<file path="src/rtl/pattern_stim_seq_if.sv">
// Table write port of the stimulus sequencer: one (level, duration) entry per valid/ready beat.
interface pattern_stim_seq_if #(
  parameter int WIDTH = 8,
  parameter int CNT_W = 16
);
  logic             wr_valid;
  logic             wr_ready;
  logic [WIDTH-1:0] wr_level;
  logic [CNT_W-1:0] wr_dur;

  modport master (output wr_valid, output wr_level, output wr_dur, input  wr_ready);
  modport slave  (input  wr_valid, input  wr_level, input  wr_dur, output wr_ready);
endinterface

</file>
<file path="src/rtl/pattern_stim_seq.sv">
// Programmable stimulus sequencer: plays a (level, duration) table a fixed number
// of passes or forever, driving a registered level into downstream analog models.
module pattern_stim_seq #(
  parameter int               WIDTH      = 8,
  parameter int               DEPTH      = 16,
  parameter int               CNT_W      = 16,
  parameter logic [WIDTH-1:0] IDLE_LEVEL = '0
) (
  input  logic                       clk,
  input  logic                       rst_n,
  pattern_stim_seq_if.slave          wr,
  input  logic                       clear,
  input  logic                       start,
  input  logic                       stop,
  input  logic [7:0]                 repeat_n,
  output logic [WIDTH-1:0]           level_out,
  output logic                       level_valid,
  output logic                       busy,
  output logic                       done,
  output logic [$clog2(DEPTH):0]     count
);
  localparam int AW = $clog2(DEPTH);
  localparam int CW = AW + 1;
  localparam logic [CW-1:0] ONE    = CW'(1);
  localparam logic [0:0]    S_IDLE = 1'b0;
  localparam logic [0:0]    S_RUN  = 1'b1;

  typedef struct packed {
    logic [WIDTH-1:0] level;
    logic [CNT_W-1:0] dur;
  } entry_t;

  entry_t          tbl [DEPTH];
  logic [0:0]      state;
  logic [CW-1:0]   cnt;
  logic [AW-1:0]   idx, nidx;
  logic [7:0]      pass, rep;
  logic [CNT_W-1:0] rem;
  logic            last_entry, more_pass, wr_fire;

  // rem counts cycles left after the current one, so dur=0 and dur=1 both hold one cycle
  function automatic logic [CNT_W-1:0] hold(input logic [CNT_W-1:0] d);
    return (d == '0) ? '0 : d - CNT_W'(1);
  endfunction

  assign count       = cnt;
  assign busy        = (state == S_RUN);
  assign level_valid = (state == S_RUN);
  assign wr.wr_ready = rst_n && (state == S_IDLE) && !cnt[AW];
  assign wr_fire     = wr.wr_valid && wr.wr_ready && !clear;

  always_comb begin
    last_entry = ({1'b0, idx} == (cnt - ONE));
    more_pass  = (rep == 8'd0) || (pass < rep);
    nidx       = last_entry ? '0 : idx + AW'(1);
  end

  // Table has no reset; count=0 makes stale entries unreachable
  always_ff @(posedge clk) begin
    if (wr_fire) tbl[cnt[AW-1:0]] <= '{level: wr.wr_level, dur: wr.wr_dur};
  end

  always_ff @(posedge clk or negedge rst_n) begin
    if (!rst_n) begin
      state     <= S_IDLE;
      cnt       <= '0;
      idx       <= '0;
      pass      <= '0;
      rep       <= '0;
      rem       <= '0;
      level_out <= IDLE_LEVEL;
      done      <= 1'b0;
    end else begin
      done <= 1'b0;
      case (state)
        S_IDLE: begin
          if (clear)        cnt <= '0;
          else if (wr_fire) cnt <= cnt + ONE;
          // clear also blocks start so a just-emptied table is never played
          if (start && !stop && !clear && cnt != '0) begin
            state     <= S_RUN;
            rep       <= repeat_n;
            idx       <= '0;
            pass      <= 8'd1;
            rem       <= hold(tbl[0].dur);
            level_out <= tbl[0].level;
          end
        end
        default: begin
          if (stop) begin
            state     <= S_IDLE;
            level_out <= IDLE_LEVEL;
          end else if (rem != '0) begin
            rem <= rem - CNT_W'(1);
          end else if (!last_entry || more_pass) begin
            idx       <= nidx;
            rem       <= hold(tbl[nidx].dur);
            level_out <= tbl[nidx].level;
            if (last_entry && pass != 8'hff) pass <= pass + 8'd1;
          end else begin
            state     <= S_IDLE;
            level_out <= IDLE_LEVEL;
            done      <= 1'b1;
          end
        end
      endcase
    end
  end
endmodule

</file>
<file path="src/flat_wrapper.sv">
// flat-port wrapper written by rule: the top's interface ports become plain ports
module pattern_stim_seq_flat 
#(
  parameter int               WIDTH      = 8,
  parameter int               DEPTH      = 16,
  parameter int               CNT_W      = 16,
  parameter logic [WIDTH-1:0] IDLE_LEVEL = '0
)
  (clk, rst_n, clear, start, stop, repeat_n, level_out, level_valid, busy, done, count, wr_wr_valid, wr_wr_level, wr_wr_dur, wr_wr_ready);
  pattern_stim_seq_if #(.WIDTH(WIDTH), .CNT_W(CNT_W)) wr_i ();
  input  logic clk;
  input  logic rst_n;
  input  logic clear;
  input  logic start;
  input  logic stop;
  input  logic [7:0] repeat_n;
  output logic [WIDTH-1:0] level_out;
  output logic level_valid;
  output logic busy;
  output logic done;
  output logic [$clog2(DEPTH):0] count;
  input wire logic [$bits(wr_i.wr_valid)-1:0] wr_wr_valid;
  input wire logic [$bits(wr_i.wr_level)-1:0] wr_wr_level;
  input wire logic [$bits(wr_i.wr_dur)-1:0] wr_wr_dur;
  output wire logic [$bits(wr_i.wr_ready)-1:0] wr_wr_ready;
  assign wr_i.wr_valid = wr_wr_valid;
  assign wr_i.wr_level = wr_wr_level;
  assign wr_i.wr_dur = wr_wr_dur;
  assign wr_wr_ready = wr_i.wr_ready;
  pattern_stim_seq #(.WIDTH(WIDTH), .DEPTH(DEPTH), .CNT_W(CNT_W), .IDLE_LEVEL(IDLE_LEVEL)) u_core (.clk(clk), .rst_n(rst_n), .wr(wr_i), .clear(clear), .start(start), .stop(stop), .repeat_n(repeat_n), .level_out(level_out), .level_valid(level_valid), .busy(busy), .done(done), .count(count));
endmodule
</file>
<file path="config.mk">
export PLATFORM = sky130hd
export DESIGN_NAME = pattern_stim_seq_flat
export DESIGN_NICKNAME = d
export VERILOG_FILES = /design/src/rtl/pattern_stim_seq_if.sv /design/src/rtl/pattern_stim_seq.sv /design/src/flat_wrapper.sv
export SDC_FILE = /design/constraint.sdc
export NUM_CORES = 1
export LEC_CHECK = 0
export BUFFER_PORTS_ARGS = -buffer_cell sky130_fd_sc_hd__clkbuf_2
export CORE_MARGIN = 8
export CORE_UTILIZATION = 45
export DETAILED_ROUTE_END_ITERATION = 8
export GPL_TIMING_DRIVEN = 1
export HOLD_SLACK_MARGIN = 0.1
export MAX_ROUTING_LAYER = met4
export PLACE_DENSITY = 0.62
export SLEW_MARGIN = 10
export SYNTH_ARGS = -nofsm -noshare
export SYNTH_HDL_FRONTEND = slang
export SYNTH_SLANG_ARGS = --single-unit
</file>
<file path="constraint.sdc">
create_clock -name clk -period 4.74 [get_ports clk]
set_clock_uncertainty 0.05 [all_clocks]
set_input_delay 0.948 -clock clk [delete_from_list [all_inputs] [get_ports clk]]
set_output_delay 0.948 -clock clk [all_outputs]
set_load 0.02 [all_outputs]
</file>
### Word-level counts from Yosys, hierarchy flattened

Memories as Yosys holds them, arrays and structs flattened.
Index checks and enable logic that the tools add are counted.

| word-level totals | value |
|---|---|
| flip-flop bits (word level) | 51 |
| bits in writable memories | 384 |
| input port bits | 38 |
| output and inout bits | 17 |
| word-level logic and storage cells | 90 |
| memories | 1 |

| operators by class | value |
|---|---|
| add/sub/neg operators | 7 |
| $lt $le $gt $ge | 1 |
| equality and inequality tests | 8 |
| muxes and demuxes | 37 |
| bitwise logic cells | 1 |
| reductions and logical operators | 27 |

Memories:

| name | depth | width | rd ports | clocked after Yosys merged registers in | write ports | line | source |
|---|---|---|---|---|---|---|---|
| u_core.tbl | 16 | 24 | 2 | 0 | 1 | pattern_stim_seq.sv:33 | `entry_t tbl [DEPTH];` |

Operators with widths:

| kind | count |
|---|---|
| $mux W16 | 7 |
| $mux W8 | 11 |
| $sub A16 B1 Y16 const B | 3 |
| $logic_not A16 Y1 | 2 |
| $mux W4 | 6 |
| $reduce_bool A16 Y1 | 1 |
| $mux W1 | 11 |
| $mux W5 | 2 |
| $add A8 B1 Y8 const B | 1 |
| $logic_and A1 B1 Y1 | 8 |
| $logic_not A8 Y1 | 1 |
| $lt A8 B8 Y1 | 1 |
| $ne A2 B2 Y1 const B | 4 |
| $ne A8 B8 Y1 const B | 1 |
| $ne A3 B3 Y1 const B | 2 |
| $reduce_and A2 Y1 | 3 |
| $add A5 B1 Y5 const B | 1 |
| $eq A4 B5 Y1 | 1 |
| $reduce_and A5 Y1 | 1 |
| $reduce_bool A5 Y1 | 1 |
| $sub A5 B1 Y5 const B | 1 |
| $add A4 B1 Y4 const B | 1 |
| $logic_not A1 Y1 | 4 |
| $reduce_and A4 Y1 | 1 |
| 4 further kinds | 6 |

### Longest topological paths before layout

Gate-level depths: netlist (run 1).
An unclocked memory read counts as a cell.

| depth | value |
|---|---|
| depth after elaboration | 10 |
| depth in mapped cells | 18 |
| depth with buffers taken out | 15 |

### Worst setup path before layout (run 1)

OpenSTA, ideal clock, no wires.

| timing path | value |
|---|---|
| path type | input to register |
| start | input port rst_n |
| end | memory u_core.tbl[3][0] (netlist name), enable pin |
| library setup time | 435 ps |
| data arrival time | 3925 ps |
| data required time | 4255 ps |
| path slack | 330 ps |
| stages on the path | 5 |
| buffers on the path | 0 |
| path through | nor3b_1 and2_1 nor2b_1 nand2_1 nor3_1 |

| between the ends | value |
|---|---|
| longest elaborated chain between the ends | 6 |

Ends and longest elaborated chain:

| element | line | source |
|---|---|---|
| start: declaration | flat_wrapper.sv:12 | `input logic rst_n;` |
| $logic_and A1 B1 Y1 (2 in a row) | pattern_stim_seq.sv:49 | `assign wr.wr_ready = rst_n && (state == S_IDLE) && !cnt[AW];` |
| $logic_and A1 B1 Y1 (2 in a row) | pattern_stim_seq.sv:50 | `assign wr_fire = wr.wr_valid && wr.wr_ready && !clear;` |
| $mux W1 | pattern_stim_seq.sv:60 | `if (wr_fire) tbl[cnt[AW-1:0]] <= '{level: wr.wr_level, dur: wr.wr_dur};` |
| $mux W1 (implied by the code) | pattern_stim_seq.sv:60 |  |
| end: declaration | pattern_stim_seq.sv:33 |  |

No other way between the ends.

### Worst setup path in the final report (run 1)

| timing path | value |
|---|---|
| start | register u_core.cnt[0], in the netlist u_core.count[0] |
| end | register u_core.rem[1] |

| between the ends | value |
|---|---|
| longest elaborated chain between the ends | 10 |
| elaborated cells between the ends (all ways) | 18 |
| those cells by class | add/sub (2); eq/ne (2); mux (6); reduce/logical (7); memory (1) |

Ends and longest elaborated chain:

| element | line | source |
|---|---|---|
| start: declaration | pattern_stim_seq.sv:35 | `logic [CW-1:0] cnt;` |
| start signal: assignment | pattern_stim_seq.sv:78 | `else if (wr_fire) cnt <= cnt + ONE;` |
| $sub A5 B1 Y5 | pattern_stim_seq.sv:53 | `last_entry = ({1'b0, idx} == (cnt - ONE));` |
| $eq A4 B5 Y1 | pattern_stim_seq.sv:53 |  |
| $mux W4 | pattern_stim_seq.sv:55 | `nidx = last_entry ? '0 : idx + AW'(1);` |
| $mem_v2 Z16 W24 | - |  |
| $sub A16 B1 Y16 or $logic_not A16 Y1 (tied branches) | pattern_stim_seq.sv:43 | `return (d == '0) ? '0 : d - CNT_W'(1);` |
| $mux W16 | pattern_stim_seq.sv:43 |  |
| $mux W16 | pattern_stim_seq.sv:95 | `end else if (!last_entry \|\| more_pass) begin` |
| $mux W16 | pattern_stim_seq.sv:93 | `end else if (rem != '0) begin` |
| $mux W16 | pattern_stim_seq.sv:90 | `if (stop) begin` |
| $mux W16 | pattern_stim_seq.sv:75 | `case (state)` |
| end signal: assignment | pattern_stim_seq.sv:85 | `rem <= hold(tbl[0].dur);` |
| end signal: assignment | pattern_stim_seq.sv:94 | `rem <= rem - CNT_W'(1);` |
| end signal: assignment | pattern_stim_seq.sv:97 | `rem <= hold(tbl[nidx].dur);` |
| end: declaration | pattern_stim_seq.sv:38 | `logic [CNT_W-1:0] rem;` |

Several ways; a longest one is shown, not always the timed one. The select of a mux whose other input is x is not followed.
A chain may end at the register's enable or synchronous reset.

==> out/metrics.csv, run 1 <==
metric;value;unit
IO Count;55;
CTS max path bufs;3;
Final Max Tran Viols;0;
max_slew headroom;40.92;%
CTS buffer count;45;
post-CTS setup buffer count;0;
Overflow after GRT;0;
number of max-cap violations;0;
Syn Inst Count;1321;
initial drt markers;1256;
Int Pwr;0.007580;W
Clk network pwr share;33.8;%
EDFF count, synth;384;
layout cell share with drive strength beyond 1;18.69;%
final hold slack;435.1;ps
Yosys cell types;75;
DR vias;11790;
Clk pin slew, worst setup/hold paths;60;ps
Placeable Area;0.04167;mm²
simple-gate share of the synthesized area;9.404;%
cell count of the worst reg-to-reg path;12;
die extent in y;220.9;µm
sequential fraction of the synthesis area;67.79;%
Min-Delay Path Class;reg -> reg;
Critical Path Start;u_core.count[0];
hold path depth;2;
number of port buffers;54;
Ant. Diodes;0;
H-tree depth;2;
Post-CTS Hold Buffers;0;
net load switching power;0.003318;W
wire per inst;24.03;µm
crit path cell chain;inv_1 > ha_1 > o21ba_2 > a221oi_4 > o211a_2 > buf_4 > or2_2 > a22oi_1 > nor2_1 > a211oi_1 > a2111o_2 > o221ai_2;
Remaining DRCs;0;
flop2flop setup slack;580;ps
Tmin final;4159;ps
crit-path leading delay family;compound AO/OA/AOI/OAI gates;
Worst Path Max Fanout;21;
die width;220.9;µm
vias in the first global route;11670;
GPL Wtd Cong;0.9018;
final net count;1453;
TritonCTS clock tree;done;
filler cell count;3430;
Top FF cell, synth;edfxtp_1;
hold path start;u_core.level_out[0];
first-pass GRT wire length;72.59;mm
largest net degree at the start of global routing;63;
status;complete, no violations;
async set-reset flop share out of synthesis;11.72;%
Hold EP;u_core.level_out[0];
setup TNS;0;ps
CTS resizes;0;
worst-margin pin slew;881.9;ps
die area;0.04880;mm²
Starting Density;45.35;%
crit share post-route;87.75;%
setup violators final;0;
switch share;30.44;%
P per Cell Area;504.5;mW/mm²
Critical Path AT;4600;ps
Crit Reg-Reg Endpoint;u_core.rem[1];
Worst Path Buf+Inv;2;
CP peak stage delay;610;ps
total track usage;19.84;%
flop and latch count out of synthesis;435;
Crit Path Class;reg -> reg;
final wirelength;47.41;mm
worst skew pair latency;590;ps
Peak VDD IR;0.0002465;V
Synth Area in Adders;1.126;%
P_leak;7.200;nW
syn_nets;1376;
# rows;75;
syn_area_per_cell;14.30;µm²
clk root buf;clkbuf_16;
DRT antenna net count;0;
combinational family with the most area after synthesis;compound AO/OA/AOI/OAI gates;
Fmax;240.4;MHz
Synth Area in Compound Gates;9.854;%
post-synthesis xor/xnor area fraction;1.940;%
worst r2r src;u_core.count[0];
Worst Path Required;5180;ps
mapped cell area;0.01889;mm²
First-pass DRT Iterations;5;
vias per cell;5.977;
unrepaired setup endpoints after global routing;false;
CP Launch Type;flop;
crit path capture type;flop;
detailed placement HPWL;29.58;mm
CP max-delay cell;a2111o_2;
proportion of synthesized area in mux cells;7.556;%
Sequential Power Share;41.6;%
CTS Sinks;435;
Layout area overhead;14.32;%
Comb pwr share;24.6;%
Fin. Hold Viols;0;
Ys Warns;0;
initial antenna violation count;0;
Yosys cell counts, types with 5 or more instances:
| library cell | n | area share (%) |
|---|---|---|
| nand2_1 | 139 | 2.8 |
| buf_2 | 22 | 0.58 |
| o31ai_1 | 10 | 0.40 |
| nor3_1 | 36 | 0.95 |
| nor4_1 | 14 | 0.46 |
| or2_2 | 5 | 0.17 |
| dfrtp_1 | 51 | 6.8 |
| nor2b_1 | 5 | 0.17 |
| o21ai_0 | 79 | 2.1 |
| nand4_1 | 5 | 0.17 |
| a32oi_1 | 9 | 0.42 |
| and2_1 | 5 | 0.17 |
| o21a_1 | 5 | 0.20 |
| nor3b_1 | 12 | 0.48 |
| a221oi_1 | 9 | 0.42 |
| buf_4 | 8 | 0.32 |
| xor2_1 | 11 | 0.51 |
| a31oi_1 | 12 | 0.40 |
| nor2_1 | 83 | 1.6 |
| a22oi_1 | 5 | 0.20 |
| nand3_1 | 36 | 0.95 |
| mux4_2 | 46 | 5.5 |
| a311oi_1 | 21 | 0.97 |
| mux2_2 | 9 | 0.54 |
| o21ai_1 | 9 | 0.24 |
| a211oi_1 | 35 | 1.4 |
| mux2i_1 | 29 | 1.5 |
| nand2b_1 | 7 | 0.23 |
| or3_1 | 5 | 0.17 |
| clkbuf_1 | 36 | 0.72 |
| o2111ai_1 | 5 | 0.23 |
| and3_1 | 11 | 0.36 |
| edfxtp_1 | 384 | 61 |
| xnor2_1 | 29 | 1.3 |
| inv_1 | 22 | 0.44 |
| ha_1 | 17 | 1.1 |
| a21oi_1 | 30 | 0.79 |
flip-flops by register name (all words and copies together) (netlist names):
| name | flops |
|---|---|
| u_core.level_out | 8 |
| u_core.tbl | 384 |
| u_core.busy | 1 |
| u_core.count | 5 |
| u_core.rep | 8 |
| u_core.rem | 16 |
| u_core.idx | 4 |
| u_core.pass | 8 |
| u_core.done | 1 |
final cells by class:
type	count	area, µm²	share of cell area [%]
tap	539	674.4	3.122
clock buffer	56	1199	5.549
clock inverter	27	346.6	1.605
timing repair buffer	103	738.2	3.418
multi-input combinational	790	5744	26.59
sequential	435	12810	59.31
inverter	23	86.33	0.3997
cells by family (layout without fill, tap and decap cells):
| kind of cell | after synthesis | after routing |
|---|---|---|
| AOI/OAI and AO/OA | 270 | 270 |
| xor gates and xnor gates | 41 | 41 |
| adders and majority gates | 17 | 17 |
| buffers and inverters | 96 | 209 |
| DFF | 435 | 435 |
| muxes | 84 | 84 |
| and+or+nand+nor | 378 | 378 |
worst max path at each step:
stage / to / slack, ps / cells past startpoint
2_1_floorplan: u_core.tbl[3][0] / 330 / 5
3_3_place_gp: u_core.rem[1] / 720 / 12
6_report: u_core.rem[1] / 580 / 12
4_1_cts: u_core.rem[1] / 540 / 12
3_5_place_dp: u_core.rem[1] / 590 / 12
5_1_grt: u_core.rem[12] / 290 / 15
per-layer routing:
metal	up-vias	global-route usage (%)	wire length (µm)
met2	466	29.73	21530
met3	80	3.915	3444
li1	5311	-	-
met5	-	-	0
met4	0	6.350	1320
met1	5936	27.15	21120
per-stage QoR:
step	cell area (µm²)	power (W)	setup WS [ps]	util [%]	cells
finish	21600	0.01090	580.6	51.84	1973
global placement	20050	0.007251	718.3	48.13	1890
floorplan	18890	0.006460	329.7	-	1321
detailed placement	20050	0.007275	591.9	48.13	1890
global route	21600	0.01136	290.0	51.84	1973
CTS	21600	0.01096	543.5	51.84	1973
worst register-to-register path, stage by stage (launching register included):
cell	delay, ps
dfrtp_1	540
inv_1	120
ha_1	290
o21ba_2	240
a221oi_4	390
o211a_2	500
buf_4	310
or2_2	330
a22oi_1	130
nor2_1	190
a211oi_1	170
a2111o_2	620
o221ai_2	200
power groups by stage:
stage | registers, W | clock network, W | logic (W)
after CTS | 0.00453 | 0.00374 | 0.00268
after floorplan | 0.00460 | 0 | 0.00186
after global routing | 0.00456 | 0.00388 | 0.00292
final | 0.00454 | 0.00368 | 0.00268
after detailed placement | 0.00461 | 0 | 0.00267
after global placement | 0.00460 | 0 | 0.00265
layout by cell type (no fill, tap or decap), drive strengths merged, types with 10 or more instances in the layout:
cell      n
nor3     37
clkbuf  110
a221oi   10
nor2     83
nor4     14
inv      26
edfxtp  384
clkinv   13
mux4     46
and3     11
a21oi    31
a311oi   21
buf      49
nand2   139
nor3b    12
xnor2    29
a31oi    12
ha       17
xor2     12
nand3    36
dfrtp    51
a211oi   35
o21ai    88
o31ai    11
mux2i    29
Power figures use the tool's default switching activity.
==> run 2, diff against run 1 <==
--- a/config.mk
+++ b/config.mk
@@ -11,7 +11,6 @@
 export DETAILED_ROUTE_END_ITERATION = 8
 export GPL_TIMING_DRIVEN = 1
 export HOLD_SLACK_MARGIN = 0.1
-export MAX_ROUTING_LAYER = met4
 export PLACE_DENSITY = 0.62
 export SLEW_MARGIN = 10
 export SYNTH_ARGS = -nofsm -noshare
==> out/metrics.csv, run 2 (same netlist as run 1, synthesis figures left out) <==
metric;value;unit
wire per inst;24.07;µm
final net count;1453;
Min-Delay Path Class;reg -> reg;
max_slew headroom;42.68;%
GPL Wtd Cong;0.8869;
post-CTS setup buffer count;0;
Tmin final;4164;ps
most frequent cells in the layout;edfxtp_1 (384), nand2_1 (139), o21ai_0 (79);
final hold slack;434.3;ps
Ant. Diodes;0;
Clk pin slew, worst setup/hold paths;60;ps
Post-CTS Hold Buffers;0;
most common cell after layout, fill and taps aside;edfxtp_1;
Crit Reg-Reg Endpoint;u_core.rem[1];
number of max-cap violations;0;
worst r2r src;u_core.count[0];
Worst Path Required;5180;ps
CTS buffer count;45;
Fmax;240.1;MHz
largest net degree at the start of global routing;63;
Fin. Hold Viols;0;
first-pass GRT wire length;72.57;mm
final wirelength;47.48;mm
Multi-input gate area;0.005744;mm²
die width;220.9;µm
placed instance area;0.02005;mm²
clk root buf;clkbuf_16;
crit path capture type;flop;
final core occ;51.84;%
die extent in y;220.9;µm
hold path start;u_core.level_out[5];
CP Launch Type;flop;
Peak VDD IR;0.0002456;V
initial antenna violation count;0;
Final Max Tran Viols;0;
detailed placement HPWL;29.58;mm
flop2flop setup slack;580;ps
DRT antenna net count;0;
Worst Path Max Fanout;21;
CTS resizes;0;
Layout area overhead;14.32;%
vias per cell;5.973;
P per Cell Area;504.6;mW/mm²
Starting Density;45.35;%
post-route design area;0.02160;mm²
worst-margin pin slew;855.1;ps
max FFs per register;384;
# rows;75;
Critical Path AT;4600;ps
filler cell count;3430;
sequential cell area;0.01281;mm²
CTS max path bufs;3;
Overflow after GRT;0;
Hold EP;u_core.level_out[5];
Placeable Area;0.04167;mm²
die area;0.04880;mm²
Remaining DRCs;0;
H-tree depth;2;
P_leak;7.200;nW
number of port buffers;54;
Crit Path Class;reg -> reg;
IO Count;55;
unrepaired setup endpoints after global routing;false;
initial drt markers;1299;
CTS Sinks;435;
layout cell share with drive strength beyond 1;18.69;%
total track usage;19.28;%
DR vias;11790;
vias in the first global route;11680;
worst skew pair latency;590;ps
First-pass DRT Iterations;5;
cell count of the worst reg-to-reg path;12;
TritonCTS clock tree;done;
crit share post-route;87.85;%
hold path depth;2;
setup TNS;0;ps
status;complete, no violations;
setup violators final;0;
-- run 2: routing by layer --
metal	part of all wire, %	vias up	track usage, %
met5	0	-	0
li1	-	5301	-
met4	2.8	0	6.350
met3	7.0	83	3.928
met2	45	445	29.72
met1	45	5956	27.18
-- run 2: where the power goes --
| part | leakage (nW) | switching [W] | internal [W] | total [W] |
|---|---|---|---|---|
| logic | 2.34 | 0.00165 | 0.00103 | 0.00268 |
| clock network | 0.747 | 0.00149 | 0.00219 | 0.00368 |
| registers | 4.11 | 0.000182 | 0.00435 | 0.00454 |
-- run 2: how the worst max path moves through the flow --
stage               startpoint               end  slack, ps  depth (start not counted)
6_report       u_core.count[0]     u_core.rem[1]        580                         12
5_1_grt        u_core.count[0]    u_core.rem[12]        290                         15
4_1_cts        u_core.count[0]     u_core.rem[1]        540                         12
3_5_place_dp   u_core.count[0]     u_core.rem[1]        590                         12
3_3_place_gp   u_core.count[0]     u_core.rem[1]        720                         12
2_1_floorplan            rst_n  u_core.tbl[3][0]        330                          5
-- run 2: critical path, cell delays in order (launching register included) --
cell and delay, ps:
dfrtp_1 540, inv_1 120, ha_1 290, o21ba_2 240, a221oi_4 390, o211a_2 510
buf_4 310, or2_2 330, a22oi_1 130, nor2_1 200, a211oi_1 160, a2111o_2 610
o221ai_2 200
-- run 2: through the flow --
step / cells / setup slack, ps / total power, W
after floorplan: 1321 / 329.7 / 0.006460
after global placement: 1890 / 718.3 / 0.007251
after detailed placement: 1890 / 591.9 / 0.007275
after CTS: 1973 / 543.5 / 0.01096
after global routing: 1973 / 290.0 / 0.01136
final: 1973 / 575.9 / 0.01090
-- run 2: final cells by class --
class	instances	share of cell area, %
sequential	435	59.31
multi-input combinational	790	26.59
clock buffer	56	5.549
timing repair buffer	103	3.418
tap	539	3.122
clock inverter	27	1.605
inverter	23	0.3997
==> run 3, diff against run 2 <==
--- a/config.mk
+++ b/config.mk
@@ -5,7 +5,7 @@
 export SDC_FILE = /design/constraint.sdc
 export NUM_CORES = 1
 export LEC_CHECK = 0
-export BUFFER_PORTS_ARGS = -buffer_cell sky130_fd_sc_hd__clkbuf_2
+export BUFFER_PORTS_ARGS = -buffer_cell sky130_fd_sc_hd__buf_2
 export CORE_MARGIN = 8
 export CORE_UTILIZATION = 45
 export DETAILED_ROUTE_END_ITERATION = 8
==> constraint.sdc (replaced) <==
create_clock -name clk -period 4.8 [get_ports clk]
set_clock_uncertainty 0.05 [all_clocks]
set_input_delay 0.96 -clock clk [delete_from_list [all_inputs] [get_ports clk]]
set_output_delay 0.96 -clock clk [all_outputs]
set_load 0.02 [all_outputs]
==> out/metrics.csv, run 3 (same netlist as run 1, synthesis figures left out) <==
metric;value;unit
CP Launch Type;flop;
filler cell count;3463;
Multi-input gate area;0.005744;mm²
Fmax;231.8;MHz
Worst Path Buf+Inv;2;
most common cell after layout, fill and taps aside;edfxtp_1;
unrepaired setup endpoints after global routing;false;
Final Max Tran Viols;0;
hold path start;u_core.level_out[5];
placed insts;1888;
P_leak;7.142;nW
Power Total;0.01058;W
DR vias;11800;
worst r2r src;u_core.count[0];
Min-Delay Path Class;reg -> reg;
die width;220.9;µm
status;complete, no violations;
most frequent cells in the layout;edfxtp_1 (384), nand2_1 (139), o21ai_0 (79);
GPL Wtd Cong;0.8641;
Hold EP;u_core.level_out[5];
Worst Path Required;5210;ps
max FFs per register;384;
crit path cell chain;inv_1 > ha_1 > o21ba_2 > a221oi_4 > o211a_2 > buf_4 > or2_2 > a22oi_1 > nor2_1 > a211oi_1 > a2111o_2 > o221ai_2;
Remaining DRCs;0;
First-pass DRT Iterations;5;
placed instance area;0.01998;mm²
clk root buf;clkbuf_16;
Worst Path Max Fanout;21;
initial drt markers;1322;
cell count of the worst reg-to-reg path;12;
sequential cell area;0.01281;mm²
Critical Path AT;4720;ps
post-route design area;0.02143;mm²
IO Count;55;
crit share post-route;89.87;%
detailed placement HPWL;29.05;mm
P per Cell Area;493.7;mW/mm²
Finished Layout Cells;1971;
number of port buffers;54;
CP max-delay cell;a2111o_2;
worst-margin pin slew;969.6;ps
final wirelength;48.04;mm
CTS resizes;0;
final net count;1452;
Tmin final;4314;ps
Placeable Area;0.04167;mm²
TritonCTS clock tree;done;
crit path capture type;flop;
total track usage;19.22;%
DRT antenna net count;0;
vias per cell;5.988;
wire per inst;24.38;µm
Overflow after GRT;0;
first-pass GRT wire length;72.66;mm
Crit Path Class;reg -> reg;
Worst path depth;12;
CTS Sinks;435;
CP peak stage delay;590;ps
setup violators final;0;
Post-CTS Hold Buffers;0;
H-tree depth;2;
post-CTS setup buffer count;0;
Clk pin slew, worst setup/hold paths;60;ps
die extent in y;220.9;µm
Crit Reg-Reg Endpoint;u_core.rem[1];
crit-path leading delay family;compound AO/OA/AOI/OAI gates;
setup TNS;0;ps
Fin. Hold Viols;0;
# rows;75;
largest net degree at the start of global routing;75;
hold path depth;2;
layout cell share with drive strength beyond 1;18.24;%
vias in the first global route;11570;
initial antenna violation count;2;
CTS max path bufs;3;
Starting Density;45.35;%
CTS buffer count;46;
worst skew pair latency;550;ps
number of max-cap violations;0;
die area;0.04880;mm²
max_slew headroom;35.36;%
Peak VDD IR;0.0002338;V
Layout area overhead;13.40;%
flop2flop setup slack;490;ps
==> run 3: routing by layer <==
| layer | vias to the layer above | GRT usage [%] | part of all wire (%) |
|---|---|---|---|
| met1 | 5978 | 27.45 | 44 |
| li1 | 5304 | - | - |
| met4 | 2 | 6.134 | 2.8 |
| met2 | 438 | 29.79 | 46 |
| met3 | 81 | 3.306 | 7.0 |
| met5 | - | 0 | 0.021 |
==> run 3: through the flow <==
step,hold slack (ps),util (%),setup WS (ps)
2_1_floorplan,424.2,-,377.7
3_3_place_gp,412.7,47.95,663.0
3_5_place_dp,416.4,47.95,542.1
4_1_cts,429.3,51.42,508.9
5_1_grt,454.6,51.42,167.5
6_report,426.1,51.42,486.1
==> run 3: where the power goes <==
group	switching (W)	internal [W]
Sequential	0.000179	0.00430
Combinational	0.00166	0.00102
Clock	0.00141	0.00202
==> run 3: cell type report <==
cell class,instances,share of cell area [%]
clock buffer,62,5.746
sequential,435,59.79
tap,539,3.148
inverter,23,0.4029
timing repair buffer,101,3.083
antenna,1,0.01168
multi-input combinational,790,26.81
clock inverter,20,1.004
==> run 3: worst max path at each step <==
| stage | endpoint | startpoint |
|---|---|---|
| 6_report | u_core.rem[1] | u_core.count[0] |
| 3_3_place_gp | u_core.rem[1] | u_core.count[0] |
| 5_1_grt | u_core.rem[14] | u_core.count[0] |
| 4_1_cts | u_core.rem[0] | u_core.count[0] |
| 2_1_floorplan | u_core.tbl[3][0] | rst_n |
| 3_5_place_dp | u_core.rem[0] | u_core.count[0] |
==> run 3: worst min-delay path, delay by kind of cell, from the launching register on <==
kind               cells  cell delay [ps]
AOI/OAI and AO/OA      1               60
DFF                    1              340
and+or+nand+nor        1               40
